### src/rtl/fetch_pkg.sv
// Shared types and constants for the instruction prefetch unit.
package fetch_pkg;

   typedef enum logic [1:0] {
      S_IDLE  = 2'd0,
      S_RUN   = 2'd1,
      S_DRAIN = 2'd2
   } fetch_state_e;

   localparam logic [1:0] AXI_RESP_OKAY = 2'b00;
   localparam logic [2:0] ARPROT_INSTR  = 3'b100;
   localparam int unsigned FETCH_XLEN   = 32;

   // Field order matches the packed queue entry used in the top: {data, pc, fault}.
   typedef struct packed {
      logic [FETCH_XLEN-1:0] data;
      logic [FETCH_XLEN-1:0] pc;
      logic                  fault;
   } fetch_entry_t;

endpackage

### src/rtl/fetch_queue.sv
// Synchronous FIFO with flush; holds instruction entries or outstanding PC tags.
module fetch_queue #(
   parameter int unsigned WIDTH = 8,
   parameter int unsigned DEPTH = 4
) (
   input  logic                         clk,
   input  logic                         rst,
   input  logic                         flush,
   input  logic                         push,
   input  logic [WIDTH-1:0]             push_data,
   input  logic                         pop,
   output logic [WIDTH-1:0]             pop_data,
   output logic                         empty,
   output logic                         full,
   output logic [$clog2(DEPTH+1)-1:0]   count
);

   localparam int unsigned AW = (DEPTH > 1) ? $clog2(DEPTH) : 1;
   localparam int unsigned CW = $clog2(DEPTH+1);

   logic [WIDTH-1:0] mem [DEPTH];
   logic [AW-1:0]    wr_ptr;
   logic [AW-1:0]    rd_ptr;
   logic             do_push;
   logic             do_pop;

   function automatic logic [AW-1:0] ptr_inc(input logic [AW-1:0] p);
      return (p == AW'(DEPTH-1)) ? '0 : p + 1'b1;
   endfunction

   assign empty    = (count == '0);
   assign full     = (count == CW'(DEPTH));
   assign do_pop   = pop && !empty;
   assign do_push  = push && (!full || do_pop);
   assign pop_data = mem[rd_ptr];

   always_ff @(posedge clk) begin
      if (do_push && !flush) begin
         mem[wr_ptr] <= push_data;
      end
   end

   always_ff @(posedge clk) begin
      if (rst || flush) begin
         wr_ptr <= '0;
         rd_ptr <= '0;
         count  <= '0;
      end else begin
         if (do_push) begin
            wr_ptr <= ptr_inc(wr_ptr);
         end
         if (do_pop) begin
            rd_ptr <= ptr_inc(rd_ptr);
         end
         unique case ({do_push, do_pop})
            2'b10:   count <= count + 1'b1;
            2'b01:   count <= count - 1'b1;
            default: count <= count;
         endcase
      end
   end

endmodule

### src/rtl/fetch_prefetch_unit.sv
// Pipelined AXI4-Lite instruction prefetcher with redirect/flush.
// Optional performance counters are built when FETCH_PERF_EN is defined.
//
// state   | meaning
// S_IDLE  | one cycle after reset, no AXI activity
// S_RUN   | issuing reads, accepting responses
// S_DRAIN | after redirect, discarding stale responses; no new reads
module fetch_prefetch_unit
   import fetch_pkg::*;
#(
   parameter int unsigned     XLEN            = 32,
   parameter int unsigned     IMADDRLEN       = 8,
   parameter int unsigned     DEPTH           = 4,
   parameter int unsigned     MAX_OUTSTANDING = 2,
   parameter logic [XLEN-1:0] RESET_PC        = '0
) (
   input  logic                 clk,
   input  logic                 rst,
   input  logic                 i_redirect_valid,
   input  logic [XLEN-1:0]      i_redirect_pc,
   output logic                 o_instr_valid,
   input  logic                 i_instr_ready,
   output logic [XLEN-1:0]      o_instr_data,
   output logic [XLEN-1:0]      o_instr_pc,
   output logic                 o_instr_fault,
   output logic [IMADDRLEN-1:0] o_araddr,
   output logic [2:0]           o_arprot,
   output logic                 o_arvalid,
   input  logic                 i_arready,
   input  logic [XLEN-1:0]      i_rdata,
   input  logic [1:0]           i_rresp,
   input  logic                 i_rvalid,
   output logic                 o_rready
`ifdef FETCH_PERF_EN
   ,
   output logic [XLEN-1:0]      o_perf_delivered,
   output logic [XLEN-1:0]      o_perf_dropped
`endif
);

   localparam int unsigned QCW = $clog2(DEPTH+1);
   localparam int unsigned TCW = $clog2(MAX_OUTSTANDING+1);
   localparam int unsigned OCW = $clog2(MAX_OUTSTANDING+1);
   localparam int unsigned EW  = 2*XLEN + 1;

   fetch_state_e         state, state_n;
   logic [XLEN-1:0]      fetch_pc, pc_n;
   logic [OCW-1:0]       outstanding, drop;
   logic                 arvalid_q, ar_stale;
   logic [IMADDRLEN-1:0] araddr_q;

   logic                 ar_hs, r_hs, r_keep, r_drop, pop;
   logic                 issue_n;
   int                   out_n, occ_n, drop_n;

   logic [EW-1:0]        q_head;
   logic                 q_empty, q_full;
   logic [QCW-1:0]       q_count;
   logic [XLEN-1:0]      tag_pc;
   logic                 tag_empty, tag_full;
   logic [TCW-1:0]       tag_count;

   assign ar_hs   = arvalid_q && i_arready;
   assign r_hs    = i_rvalid && o_rready;
   assign r_keep  = r_hs && (drop == '0);
   assign r_drop  = r_hs && (drop != '0);
   assign pop     = o_instr_valid && i_instr_ready;

   assign o_arvalid     = arvalid_q;
   assign o_araddr      = araddr_q;
   assign o_arprot      = ARPROT_INSTR;
   assign o_rready      = (state != S_IDLE);
   assign o_instr_valid = !q_empty;
   assign o_instr_data  = q_head[EW-1 -: XLEN];
   assign o_instr_pc    = q_head[XLEN:1];
   assign o_instr_fault = !q_empty && q_head[0];

   always_comb begin
      out_n = int'(outstanding) + int'(ar_hs) - int'(r_hs);
      occ_n = i_redirect_valid ? 0 : int'(q_count) + int'(r_keep) - int'(pop);
      // A still-pending AR will complete later; its beat must be dropped too.
      drop_n = i_redirect_valid ? out_n + int'(arvalid_q && !i_arready)
                                : int'(drop) - int'(r_drop);

      if (i_redirect_valid) begin
         pc_n = {i_redirect_pc[XLEN-1:2], 2'b00};
      end else if (ar_hs && !ar_stale) begin
         pc_n = fetch_pc + XLEN'(4);
      end else begin
         pc_n = fetch_pc;
      end

      state_n = state;
      if (i_redirect_valid) begin
         state_n = (drop_n > 0) ? S_DRAIN : S_RUN;
      end else begin
         unique case (state)
            S_IDLE:  state_n = S_RUN;
            S_RUN:   state_n = S_RUN;
            S_DRAIN: state_n = (drop_n == 0) ? S_RUN : S_DRAIN;
            default: state_n = S_IDLE;
         endcase
      end

      issue_n = (state_n == S_RUN) && (out_n < int'(MAX_OUTSTANDING))
                && (occ_n + out_n < int'(DEPTH));
   end

   always_ff @(posedge clk) begin
      if (rst) begin
         state       <= S_IDLE;
         fetch_pc    <= RESET_PC;
         outstanding <= '0;
         drop        <= '0;
         arvalid_q   <= 1'b0;
         araddr_q    <= '0;
         ar_stale    <= 1'b0;
      end else begin
         state       <= state_n;
         fetch_pc    <= pc_n;
         outstanding <= OCW'(out_n);
         drop        <= OCW'(drop_n);
         if (!arvalid_q || ar_hs) begin
            arvalid_q <= issue_n;
            araddr_q  <= {pc_n[IMADDRLEN-1:2], 2'b00};
            ar_stale  <= 1'b0;
         end else if (i_redirect_valid) begin
            ar_stale  <= 1'b1;
         end
      end
   end

   fetch_queue #(.WIDTH(EW), .DEPTH(DEPTH)) u_instr_q (
      .clk       (clk),
      .rst       (rst),
      .flush     (i_redirect_valid),
      .push      (r_keep),
      .push_data ({i_rdata, tag_pc, (i_rresp != AXI_RESP_OKAY)}),
      .pop       (pop),
      .pop_data  (q_head),
      .empty     (q_empty),
      .full      (q_full),
      .count     (q_count)
   );

   // Stale ARs are never tagged: their beats are dropped, not delivered.
   fetch_queue #(.WIDTH(XLEN), .DEPTH(MAX_OUTSTANDING)) u_tag_q (
      .clk       (clk),
      .rst       (rst),
      .flush     (i_redirect_valid),
      .push      (ar_hs && !ar_stale),
      .push_data (fetch_pc),
      .pop       (r_keep),
      .pop_data  (tag_pc),
      .empty     (tag_empty),
      .full      (tag_full),
      .count     (tag_count)
   );

   logic unused_ok;
   assign unused_ok = ^{q_full, tag_empty, tag_full, tag_count, i_redirect_pc[1:0]};

`ifdef FETCH_PERF_EN
   always_ff @(posedge clk) begin
      if (rst) begin
         o_perf_delivered <= '0;
         o_perf_dropped   <= '0;
      end else begin
         if (pop && !(&o_perf_delivered)) begin
            o_perf_delivered <= o_perf_delivered + 1'b1;
         end
         if (r_drop && !(&o_perf_dropped)) begin
            o_perf_dropped <= o_perf_dropped + 1'b1;
         end
      end
   end
`endif

endmodule
### config.mk
export PLATFORM = sky130hd
export DESIGN_NAME = fetch_prefetch_unit
export DESIGN_NICKNAME = d
export VERILOG_FILES = /design/src/rtl/fetch_pkg.sv /design/src/rtl/fetch_queue.sv /design/src/rtl/fetch_prefetch_unit.sv
export SDC_FILE = /design/constraint.sdc
export NUM_CORES = 1
export LEC_CHECK = 0
export CAP_MARGIN = 20
export CORE_ASPECT_RATIO = 0.7
export CORE_MARGIN = 2
export CORE_UTILIZATION = 35
export CTS_CLUSTER_DIAMETER = 50
export DETAILED_ROUTE_END_ITERATION = 10
export SLEW_MARGIN = 20
export SYNTH_ARGS = -nofsm -noshare
export SYNTH_HDL_FRONTEND = slang
export SYNTH_SLANG_ARGS = --single-unit
### constraint.sdc
create_clock -name clk -period 4.9 [get_ports clk]
set_input_delay 0.49 -clock clk [delete_from_list [all_inputs] [get_ports clk]]
set_output_delay 0.49 -clock clk [all_outputs]
set_load 0.005 [all_outputs]
# Word level (Yosys, flattened, before mapping)
# Memories as Yosys holds them, arrays and structs flattened. A register that Yosys moved wholly into a read port is not among the register bits.
# Cells that the tools add are included.
[word_totals]
regBits = 57
latch_bits = 0
ramBits = 324
romBits = 0
output_inout_bits = 79
wordCells = 111
memories = 2
[mem_list]
columns = ["name", "words", "word_bits", "read_ports", "rd_ports_with_merged_regs", "wr", "line_no", "text"]
rows = [
  ["u_instr_q.mem", 4, 65, 1, 1, 1, "fetch_queue.sv:21", "logic [WIDTH-1:0] mem [DEPTH];"],
  ["u_tag_q.mem", 2, 32, 1, 1, 1, "fetch_queue.sv:21", ""],
]
[classes]
n_addsub = 16
multipliers = 0
div = 0
n_lt_le_gt_ge = 3
n_eq_ne = 11
n_shift = 0
mux = 22
bitwise_logic = 0
n_reduce_logical = 42
[op_table]
columns = ["operator", "n"]
rows = [
  ["$mux 32", 4],
  ["$add 32x3->32 const B", 1],
  ["$add 32x4->32", 1],
  ["$gt 32x1->1 const B", 1],
  ["$logic_not 32->1", 1],
  ["$lt 32x4->1 const B", 1],
  ["$logic_and 1x1->1", 16],
  ["$mux 2", 7],
  ["$eq 2x2->1 const B", 6],
  ["$reduce_bool 2->1", 6],
  ["$eq 2x1->1 const B", 4],
  ["$logic_not 1->1", 8],
  ["$mux 1", 8],
  ["$pmux 2 s2", 2],
  ["$add 2x1->2 const B", 3],
  ["$logic_not 2->1", 3],
  ["$pmux 3 s2", 1],
  ["$reduce_or 2->1", 3],
  ["$add 4x2->5", 1],
  ["$sub 4x1->5", 1],
  ["$add 3x1->4", 1],
  ["$logic_or 1x1->1", 4],
  ["$lt 4x3->1 const B", 1],
  ["$sub 3x1->4", 1],
  ["8 further kinds", 9],
]

# Logic depth before layout (Yosys ltp)
# Gate-level depths: netlist of the first run.
[depth]
word_depth = 12
depth_mapped = 24
ltp_nobuf = 24

# Modules after synthesis
# A second synthesis of the first run with hierarchy kept.
[hier_totals]
hier_cells = 914
hier_area_um2 = 15771.4
[by_module_without_submodules]
columns = ["module", "instances", "cells_per_inst", "area_each_um2"]
rows = [
  ["fetch_queue (u_instr_q)", 1, 405, 9974.6],
  ["fetch_prefetch_unit", 1, 380, 3226.8],
  ["fetch_queue (u_tag_q)", 1, 129, 2570.0],
]

# Worst setup path after synthesis of the first run
# Ideal clock, no wire load.
[synth_timing]
path_type = "register to register"
from = "register u_instr_q.count[2]"
to = "register arvalid_q, in the netlist o_arvalid"
setup_time_ns = 0.059
arrival_time_ns = 4.648
t_required_ns = 4.841
slack_ns = 0.193
path_stages_with_launch = 24
path_buffers = 0
synth_period_minus_slack_ns = 4.707
path_cell_list = "dfxtp_1 -> or3_1 -> nand2_1 -> inv_1 -> ha_1 -> inv_1 -> ha_1 -> inv_1 -> fa_1 -> nor2_1 -> ha_1 -> nand4b_1 -> a21oi_1 -> nand2b_1 -> a21o_1 -> inv_1 -> fa_1 -> inv_1 -> fa_1 -> nor4b_1 -> and4b_1 -> o2111ai_1 -> o21ai_0 -> a41o_1"
[synth_via]
elab_chain_len = 8
word_cells_on_any_way = 9
[synth_lines]
columns = ["item", "line_no", "text"]
rows = [
  ["start, declared", "fetch_queue.sv:15", "output logic [$clog2(DEPTH+1)-1:0] count"],
  ["start signal, assigned", "fetch_queue.sv:56", "2'b10: count <= count + 1'b1;"],
  ["start signal, assigned", "fetch_queue.sv:57", "2'b01: count <= count - 1'b1;"],
  ["start signal, assigned", "fetch_queue.sv:58", "default: count <= count;"],
  ["$logic_not 3->1", "fetch_queue.sv:31", "assign empty = (count == '0);"],
  ["$logic_not 1->1", "fetch_prefetch_unit.sv:73", "assign o_instr_valid = !q_empty;"],
  ["via o_instr_valid", "fetch_prefetch_unit.sv:21", "output logic o_instr_valid,"],
  ["$logic_and 1x1->1", "fetch_prefetch_unit.sv:67", "assign pop = o_instr_valid && i_instr_ready;"],
  ["$sub 4x1->5", "fetch_prefetch_unit.sv:80", "occ_n = i_redirect_valid ? 0 : int'(q_count) + int'(r_keep) - int'(pop);"],
  ["$mux 32", "fetch_prefetch_unit.sv:80", ""],
  ["$add 32x4->32", "fetch_prefetch_unit.sv:106", "&& (occ_n + out_n < int'(DEPTH));"],
  ["$lt 32x4->1", "fetch_prefetch_unit.sv:106", ""],
  ["$logic_and 1x1->1", "fetch_prefetch_unit.sv:106", ""],
  ["end signal, assigned", "fetch_prefetch_unit.sv:124", "arvalid_q <= issue_n;"],
  ["end, declared", "fetch_prefetch_unit.sv:49", "logic arvalid_q, ar_stale;"],
]
# The timed path passes the listed nets, and every way through them passes these cells.
# A chain may end at the register's enable or synchronous reset.

# Worst setup path in the final report of the first run
[layout_timing]
from = "register u_instr_q.count[1]"
to = "register arvalid_q, in the netlist o_arvalid"
[layout_via]
elab_chain_len = 8
word_cells_on_any_way = 9
[layout_lines]
columns = ["item", "line_no"]
rows = [
  ["branches (longest 3 deep; another with $add 3x1->4)", "n/a"],
  ["$sub 4x1->5 *", "fetch_prefetch_unit.sv:80"],
  ["$mux 32 *", "fetch_prefetch_unit.sv:80"],
  ["$add 32x4->32 *", "fetch_prefetch_unit.sv:106"],
  ["$lt 32x4->1 *", "fetch_prefetch_unit.sv:106"],
  ["$logic_and 1x1->1 *", "fetch_prefetch_unit.sv:106"],
]
# Mark *: on every way between the ends.

==> summary.txt, run 1 <==
Clock network
  – Worst-path clk slew: 60 ps
  – Sinks on Clock Net: 370
  – CTS Buf Count: 39
  – Clock Tree Buf Depth: 3
  – H-tree Lvls: 2
  – Clock Root Buffer: clkbuf_16
  – Clock tree from TritonCTS: done
  – Later-pin clock latency in the skew report: 520 ps

Synthesis
  – Library cells used by synthesis: 57
  – Async SR Flop Fraction: 0%
  – Synthesis-stage register bit count: 370
  – Synth Area per Inst: 17.4 sq um
  – Most frequent cells after synthesis: 312 x edfxtp_1, 63 x mux4_2, 58 x dfxtp_1
  – Post-Synthesis Cell Area: 0.0151 sq mm
  – Synth area leader: edfxtp_1
  – Synth Instances: 867
  – Main area contributors after synthesis: edfxtp_1 62%, mux4_2 9.4%, dfxtp_1 7.7%
  – Yosys warnings: 0
  – Cell with the most instances after synthesis: edfxtp_1
  – Post-synth EDFFs: 312
  – Main synth FF type: edfxtp_1
  – Seq/Total Area, Yosys: 69.9%
  – Synth top area share: 62.2%

Critical path
  – Worst Setup Start Kind: register
  – CP max FO: 3
  – Worst reg2reg path depth: 22
  – Worst setup EP type: register
  – Crit path DAT: 5140 ps
  – Kind of critical path: reg2reg
  – CP Data Required Time: 5360 ps

Global routing
  – First-pass GRT wire length: 48500 um
  – Vias in the first global route: 8330
  – Largest net degree at the start of global routing: 58
  – Gr ovfl total: 0
  – Overall Global Routing Usage: 14.1%
  – Antenna violations before repair: 0

Route
  – Final ANT Viol Nets: 0
  – DR pass1 iterations: 5
  – Vias: 8025
  – DR iter-0 viols: 416
  – DR WL/cell: 19.1 um
  – DRC viols: 0
  – Via density: 4.91
  – Post-Route WL: 31200 um

Hold path
  – Hold Path Depth: 2
  – Worst min path class: reg2reg

Cells and area
  – Register area: 0.0105 sq mm
  – Antenna Cells: 0
  – Area of the multi-input gates: 0.00433 sq mm
  – Area Overhead vs Synth: 23.6%
  – # fillers: 3688
  – Fin util: 43.9%
  – Layout cells sized above 1: 20.1%
  – Final instance area: 0.0186 sq mm
  – Layout net count: 1169
  – Post-Layout Cell Count: 1635

Status
  – Outcome: complete, no violations

STA
  – Final period utilization: 95.4%
  – Hold Fails Final Rpt: 0
  – Setup-failing EPs final: 0
  – Unrepaired setup endpoints after global routing: true
  – Rel. slew slack: 30.4%
  – Fmax: 214 MHz
  – Slew @ Worst Pin: 1030 ps
  – Final min period: 4680 ps
  – Hold WS: 458 ps
  – Total negative slack: 0 ps
  – Max-slew violation count: 0
  – Worst Skew: 15.7 ps

Placed design
  – Post-DP HPWL: 19600 um
  – GPL Wtd Cong: 0.775
  – DP Area: 0.0173 sq mm
  – Placed insts: 1560
  – PortBufs: 141

Power
  – Maximum vdd ir drop: 156 uV
  – Pwr Density: 372 mW/mm^2
  – Leakage power: 6.16 nW

Die
  – Core area: 0.0424 sq mm
  – Initial Util: 35.5%
  – Die Area: 0.0447 sq mm
  – Die Wd: 252 um
  – Site Rows: 63
  – Die Span Y: 178 um
  – Ports: 151

Run
  – Max-Cap Viols: 0
path summary, 6_finish.rpt:
path                      start          end  slack, ps
min                 o_araddr[2]  o_araddr[2]        460
min reg2reg         o_araddr[2]  o_araddr[2]        460
max          u_instr_q.count[1]    o_arvalid        220
max reg2reg  u_instr_q.count[1]    o_arvalid        220
critical path, stage by stage (launching register included):
cell       delay [ps]
dfxtp_1           310
or3_4             410
nand2_4            70
inv_2              50
ha_4              210
inv_4              60
ha_4              130
inv_1              50
fa_2              520
nor2_1             40
ha_1              300
nand4b_1          130
a21oi_2            80
nand2b_4          140
a21o_1            190
buf_4             150
fa_2              340
fa_1              480
nor4b_2           220
and4b_1           260
o2111ai_2         120
o21ai_1           180
a41o_1            190
layer usage:
metal,track usage (%),part of all wire [%],vias to the layer above
met4,3.43,1.6,0
met1,20.0,47,4101
met2,22.4,46,155
met5,0,0,-
li1,-,-,3730
met3,2.79,4.6,39
cells in the final DEF (no fill, tap or decap), types with 4 or more instances in the layout:
master and count:
or3_1 7, clkbuf_1 6, a21o_1 6, or4_1 4, nand4_1 8, and2_4 4, nor3_1 8, o21ai_0 10
xnor2_1 9, xor2_1 21, mux4_2 63, mux2_2 30, clkdlybuf4s50_1 141, a211oi_1 13, conb_1 7, buf_12 5
fa_1 15, nand3_1 17, dfxtp_1 54, nor4_1 4, inv_1 29, nor2_1 50, nand2_1 31, clkinv_1 15
edfxtp_1 312, clkbuf_16 41, and2_1 5, a21oi_1 21, nor2b_1 5, ha_1 23, buf_4 34, clkinv_2 6
power by group:
part / internal (mW) / switching [mW] / total, mW / leakage, nW
registers: 3.50 / 0.0568 / 3.55 / 3.30
clock network: 1.52 / 1.16 / 2.68 / 0.564
logic: 0.359 / 0.330 / 0.689 / 2.29
what timing repair did:
action	CTS	global route
pin swaps	4	13
resized for setup	3	19
hold buffers	0	0
endpoints found under the setup margin	1	1
setup buffers	2	3
logic make-up after synthesis:
family	share of synthesized area, %
xor+xnor	1.75
other cells	0.0499
fa+ha+maj	4.47
compound gates	3.51
buf+inv	2.03
simple gates	6.53
mux	11.7
flops	69.9
flip-flops by register name, summed over array words and instances (netlist names), named ones only:
signal and cells:
ar_stale 1, drop 2, fetch_pc 30, o_araddr 6, o_arvalid 1, outstanding 2, state 2, u_instr_q.count 3
u_instr_q.mem 252, u_instr_q.rd_ptr 2, u_instr_q.wr_ptr 2, u_tag_q.count 2, u_tag_q.mem 60, u_tag_q.rd_ptr 1, u_tag_q.wr_ptr 1
stage by stage:
stage | power (mW) | setup WS (ps)
4_1_cts | 6.99 | 4.84
3_3_place_gp | 4.27 | -230
2_1_floorplan | 3.95 | 193
5_1_grt | 7.20 | -51.7
3_5_place_dp | 4.29 | -353
6_report | 6.92 | 224
layout make-up:
class | instances | share of cell area [%]
clock buffers | 47 | 5.63
repair buffers | 180 | 9.49
multi-input cells | 430 | 23.3
inverters | 33 | 0.679
well taps | 552 | 3.71
flip-flops and latches | 370 | 56.6
clock inverters | 23 | 0.551
(Power assumes the default switching activity.)
==> run 2, diff against run 1 <==
- CORE_MARGIN: 2 -> 4
==> run 2 against run 1 <==
Net effect: core utilization rose by 0.43 points; cell count increased by 0.37%; critical path depth is 1 higher; sequential power barely moved; sequential share of layout area fell by 0.55 points; worst setup slack improved by 18 ps; register-to-register slack improved by 20 ps; clock skew grew 3.8 ps; count of clock-buffer cells in the layout increased by 2; global-route usage fell by 0.54 points; total power increased by 6.6%; worst hold slack improved by 26 ps; largest cell class unchanged; highest routed layer unchanged.
==> summary.txt, run 2 (synthesis gave the netlist of run 1 again) <==
Placed design
  – PortBufs: 141 (unchanged)
  – Pre-CTS setup slack: -249 ps (+104 ps)
  – DP Area: 0.0173 sq mm (about the same)
  – Post-DP HPWL: 20000 um (+1.8%)
  – GPL Wtd Cong: 0.792 (+2.1%)

Critical path
  – Reg-to-reg critical path startpoint: u_instr_q.count[1]
  – CP Depth: 23 (+4.5%)
  – Worst reg2reg path depth: 23 (+4.5%)
  – Register-to-register setup slack: 240 ps (+20 ps)
  – Crit path DAT: 5140 ps (about the same)
  – Kind of critical path: reg2reg
  – Reg-to-Reg End: o_arvalid
  – Slowest CP cell: fa_2
  – CP max stage delay: 510 ps (about the same)
  – Crit path top cell by count: inv_2
  – CP Data Required Time: 5390 ps (+30 ps)
  – Worst setup EP type: register
  – Worst Setup Start Kind: register
  – CP bufs+invs: 5 (+1)
  – Worst-path cell chain: or3_4 > nand2_4 > inv_2 > ha_4 > inv_1 > ha_2 > inv_2 > fa_2 > nor2_1 > ha_1 > nand4b_1 > a21oi_2 > nand2b_4 > a21o_1 > inv_2 > fa_2 > inv_2 > fa_1 > nor4b_2 > and4b_1 > o2111ai_1 > o21ai_1 > a41o_1
  – CP max FO: 3 (unchanged)
  – Crit path max-delay family: adder cells

Power
  – Switch Pwr: 1.65 mW (+6.4%)
  – Sw Share: 22.3% (-0.038 points)
  – Leakage power: 6.27 nW (+1.8%)
  – Internal: 5.73 mW (+6.7%)
  – Maximum vdd ir drop: 203 uV (+30%)
  – Comb pwr share: 9.2% (-0.8 points)
  – Share of total power in the clock network: 42.7% (+4.0 points)
  – Pwr Density: 393 mW/mm^2 (+5.6%)
  – Reg power frac: 48.1% (-3.2 points)

Route
  – Highest metal used: met4
  – DRC viols: 0 (unchanged)
  – Post-Route WL: 31300 um (+0.34%)
  – M1 WL: 14900 um (+0.79%)
  – Vias: 8012 (-0.16%)
  – Met3 Wirelength: 1430 um (-0.90%)
  – DR pass1 iterations: 4 (-1)
  – Final ANT Viol Nets: 0 (unchanged)
  – DR WL/cell: 19.1 um (about the same)
  – Metal2 WL: 14300 um (-1.8%)
  – Via density: 4.88 (-0.53%)
  – DR iter-0 viols: 488 (+17%)

Clock network
  – Clock Root Buffer: clkbuf_16
  – Clock tree from TritonCTS: done
  – Hold_buf cts: 0 (unchanged)
  – CTS Buf Count: 41 (+5.1%)
  – Sinks on Clock Net: 370 (unchanged)
  – Worst-path clk slew: 60 ps (about the same)
  – Later-pin clock latency in the skew report: 540 ps (+20 ps)
  – H-tree Lvls: 2 (unchanged)
  – Clock Tree Buf Depth: 3 (unchanged)

Hold path
  – Hold Path Depth: 2 (unchanged)
  – Worst Hold End: o_araddr[2]
  – Hold_sp: o_araddr[2]
  – Worst min path class: reg2reg

Cells and area
  – # fillers: 3717 (+0.79%)
  – Area Overhead vs Synth: 24.8%
  – Largest Register: u_instr_q.mem
  – Most frequent cells in the layout: 312 x edfxtp_1, 141 x clkdlybuf4s50_1, 63 x mux4_2
  – Largest register FFs: 252 (unchanged)
  – Layout cells sized above 1: 21.4% (+1.3 points)
  – Antenna Cells: 0 (unchanged)
  – Largest regs: u_instr_q.mem x252, u_tag_q.mem x60, fetch_pc x30
  – Commonest non-fill, non-tap cell in the layout: edfxtp_1
  – Final instance area: 0.0188 sq mm (+0.99%)
  – Layout net count: 1171 (+0.17%)

Die
  – Site Rows: 63 (unchanged)
  – Die Area: 0.0465 sq mm (+3.9%)
  – Initial Util: 35.5% (unchanged)
  – Die Span Y: 182 um (+2.3%)
  – Core area: 0.0424 sq mm (unchanged)
  – Die Wd: 256 um (+1.6%)
  – Ports: 151 (unchanged)

Status
  – Outcome: complete, no violations

STA
  – Total negative slack: 0 ps (unchanged)
  – Final min period: 4660 ps (-17.8 ps)
  – Fmax: 215 MHz (+0.38%)
  – Hold Fails Final Rpt: 0 (unchanged)
  – Rel. slew slack: 46.0% (+16 points)
  – Slew @ Worst Pin: 811 ps (-220 ps)
  – Max-slew violation count: 0 (unchanged)
  – Setup-failing EPs final: 0 (unchanged)
  – Worst Skew: 19.5 ps (+3.78 ps)
  – Final worst slack: 241 ps (+17.8 ps)
  – Final period utilization: 95.1% (-0.36 points)

Global routing
  – First-pass GRT wire length: 49300 um (+1.8%)
  – Vias in the first global route: 8304 (-0.31%)
  – Antenna violations before repair: 0 (unchanged)
  – Gr ovfl total: 0 (unchanged)
  – Largest net degree at the start of global routing: 64 (+10%)
  – Overall Global Routing Usage: 13.5% (-0.54 points)

Run
  – Max-Cap Viols: 0 (unchanged)
## run 2: changes by cell type in the layout (fill, tap and decap cells not counted), moves of 2 or more
cell	delta
buf_12	-3
buf_4	+3
clkinvlp_4	+2
clkinv_1	-11
inv_6	+5
clkbuf_16	+2
bufinv_16	+5
inv_8	+2
## run 2: worst max-delay path by stage
stage | start | end | slack (ps)
after floorplan | u_instr_q.count[2] | o_arvalid | 190
after global placement | i_rvalid | o_arvalid | -210
after detailed placement | i_rvalid | o_arvalid | -250
after CTS | u_instr_q.count[2] | o_arvalid | 40
after global routing | u_instr_q.count[1] | o_arvalid | -20
final | u_instr_q.count[1] | o_arvalid | 240
## run 2: timing repair
action | CTS | global route
buffers inserted | 0 | 2
gates resized for setup | 0 | 18
setup endpoints to repair | 0 | 1
## run 2: layout make-up
type | count | area [sq um] | share of cell area (%)
sequential | 370 | 10500 | 56.1
multi-input combinational | 430 | 4310 | 22.9
timing repair buffer | 180 | 1730 | 9.20
clock buffer | 49 | 1100 | 5.85
tap | 552 | 691 | 3.68
clock inverter | 27 | 298 | 1.58
inverter | 33 | 124 | 0.659
## run 2: power groups by stage
stage	sequential, mW	clock [mW]	combinational [mW]
floorplan	3.60	0	0.350
global placement	3.61	0	0.667
detailed placement	3.62	0	0.674
CTS	3.55	3.25	0.680
global route	3.56	3.40	0.752
finish	3.55	3.15	0.677
## run 2: per-stage QoR
| step | instances | util (%) | hold slack, ps | power [mW] |
|---|---|---|---|---|
| after detailed placement | 1563 | 40.9 | 470 | 4.29 |
| final | 1641 | 44.3 | 484 | 7.38 |
| after floorplan | 872 | - | 447 | 3.95 |
| after global routing | 1641 | 44.3 | 507 | 7.71 |
| after CTS | 1639 | 44.2 | 487 | 7.48 |
| after global placement | 1563 | 40.9 | 460 | 4.28 |
## run 2: worst register-to-register path, delay by kind of cell, from the launching register on
family / cells / cell delay [ps]
DFF: 1 / 320
and+or+nand+nor: 7 / 1260
AOI/OAI and AO/OA: 5 / 800
buffers and inverters: 5 / 280
adders and majority gates: 6 / 1930
## run 2: metal layers
| layer | global-route usage, % | vias to the layer above |
|---|---|---|
| met1 | 19.3 | 4031 |
| li1 | - | 3753 |
| met5 | 0 | - |
| met3 | 3.03 | 55 |
| met4 | 4.21 | 0 |
| met2 | 20.9 | 173 |
==> run 3, diff against run 2 <==
- CAP_MARGIN: 20 -> not set
==> results of run 3 <==
No change in the layout: final DEF, timing and power equal those of run 2.
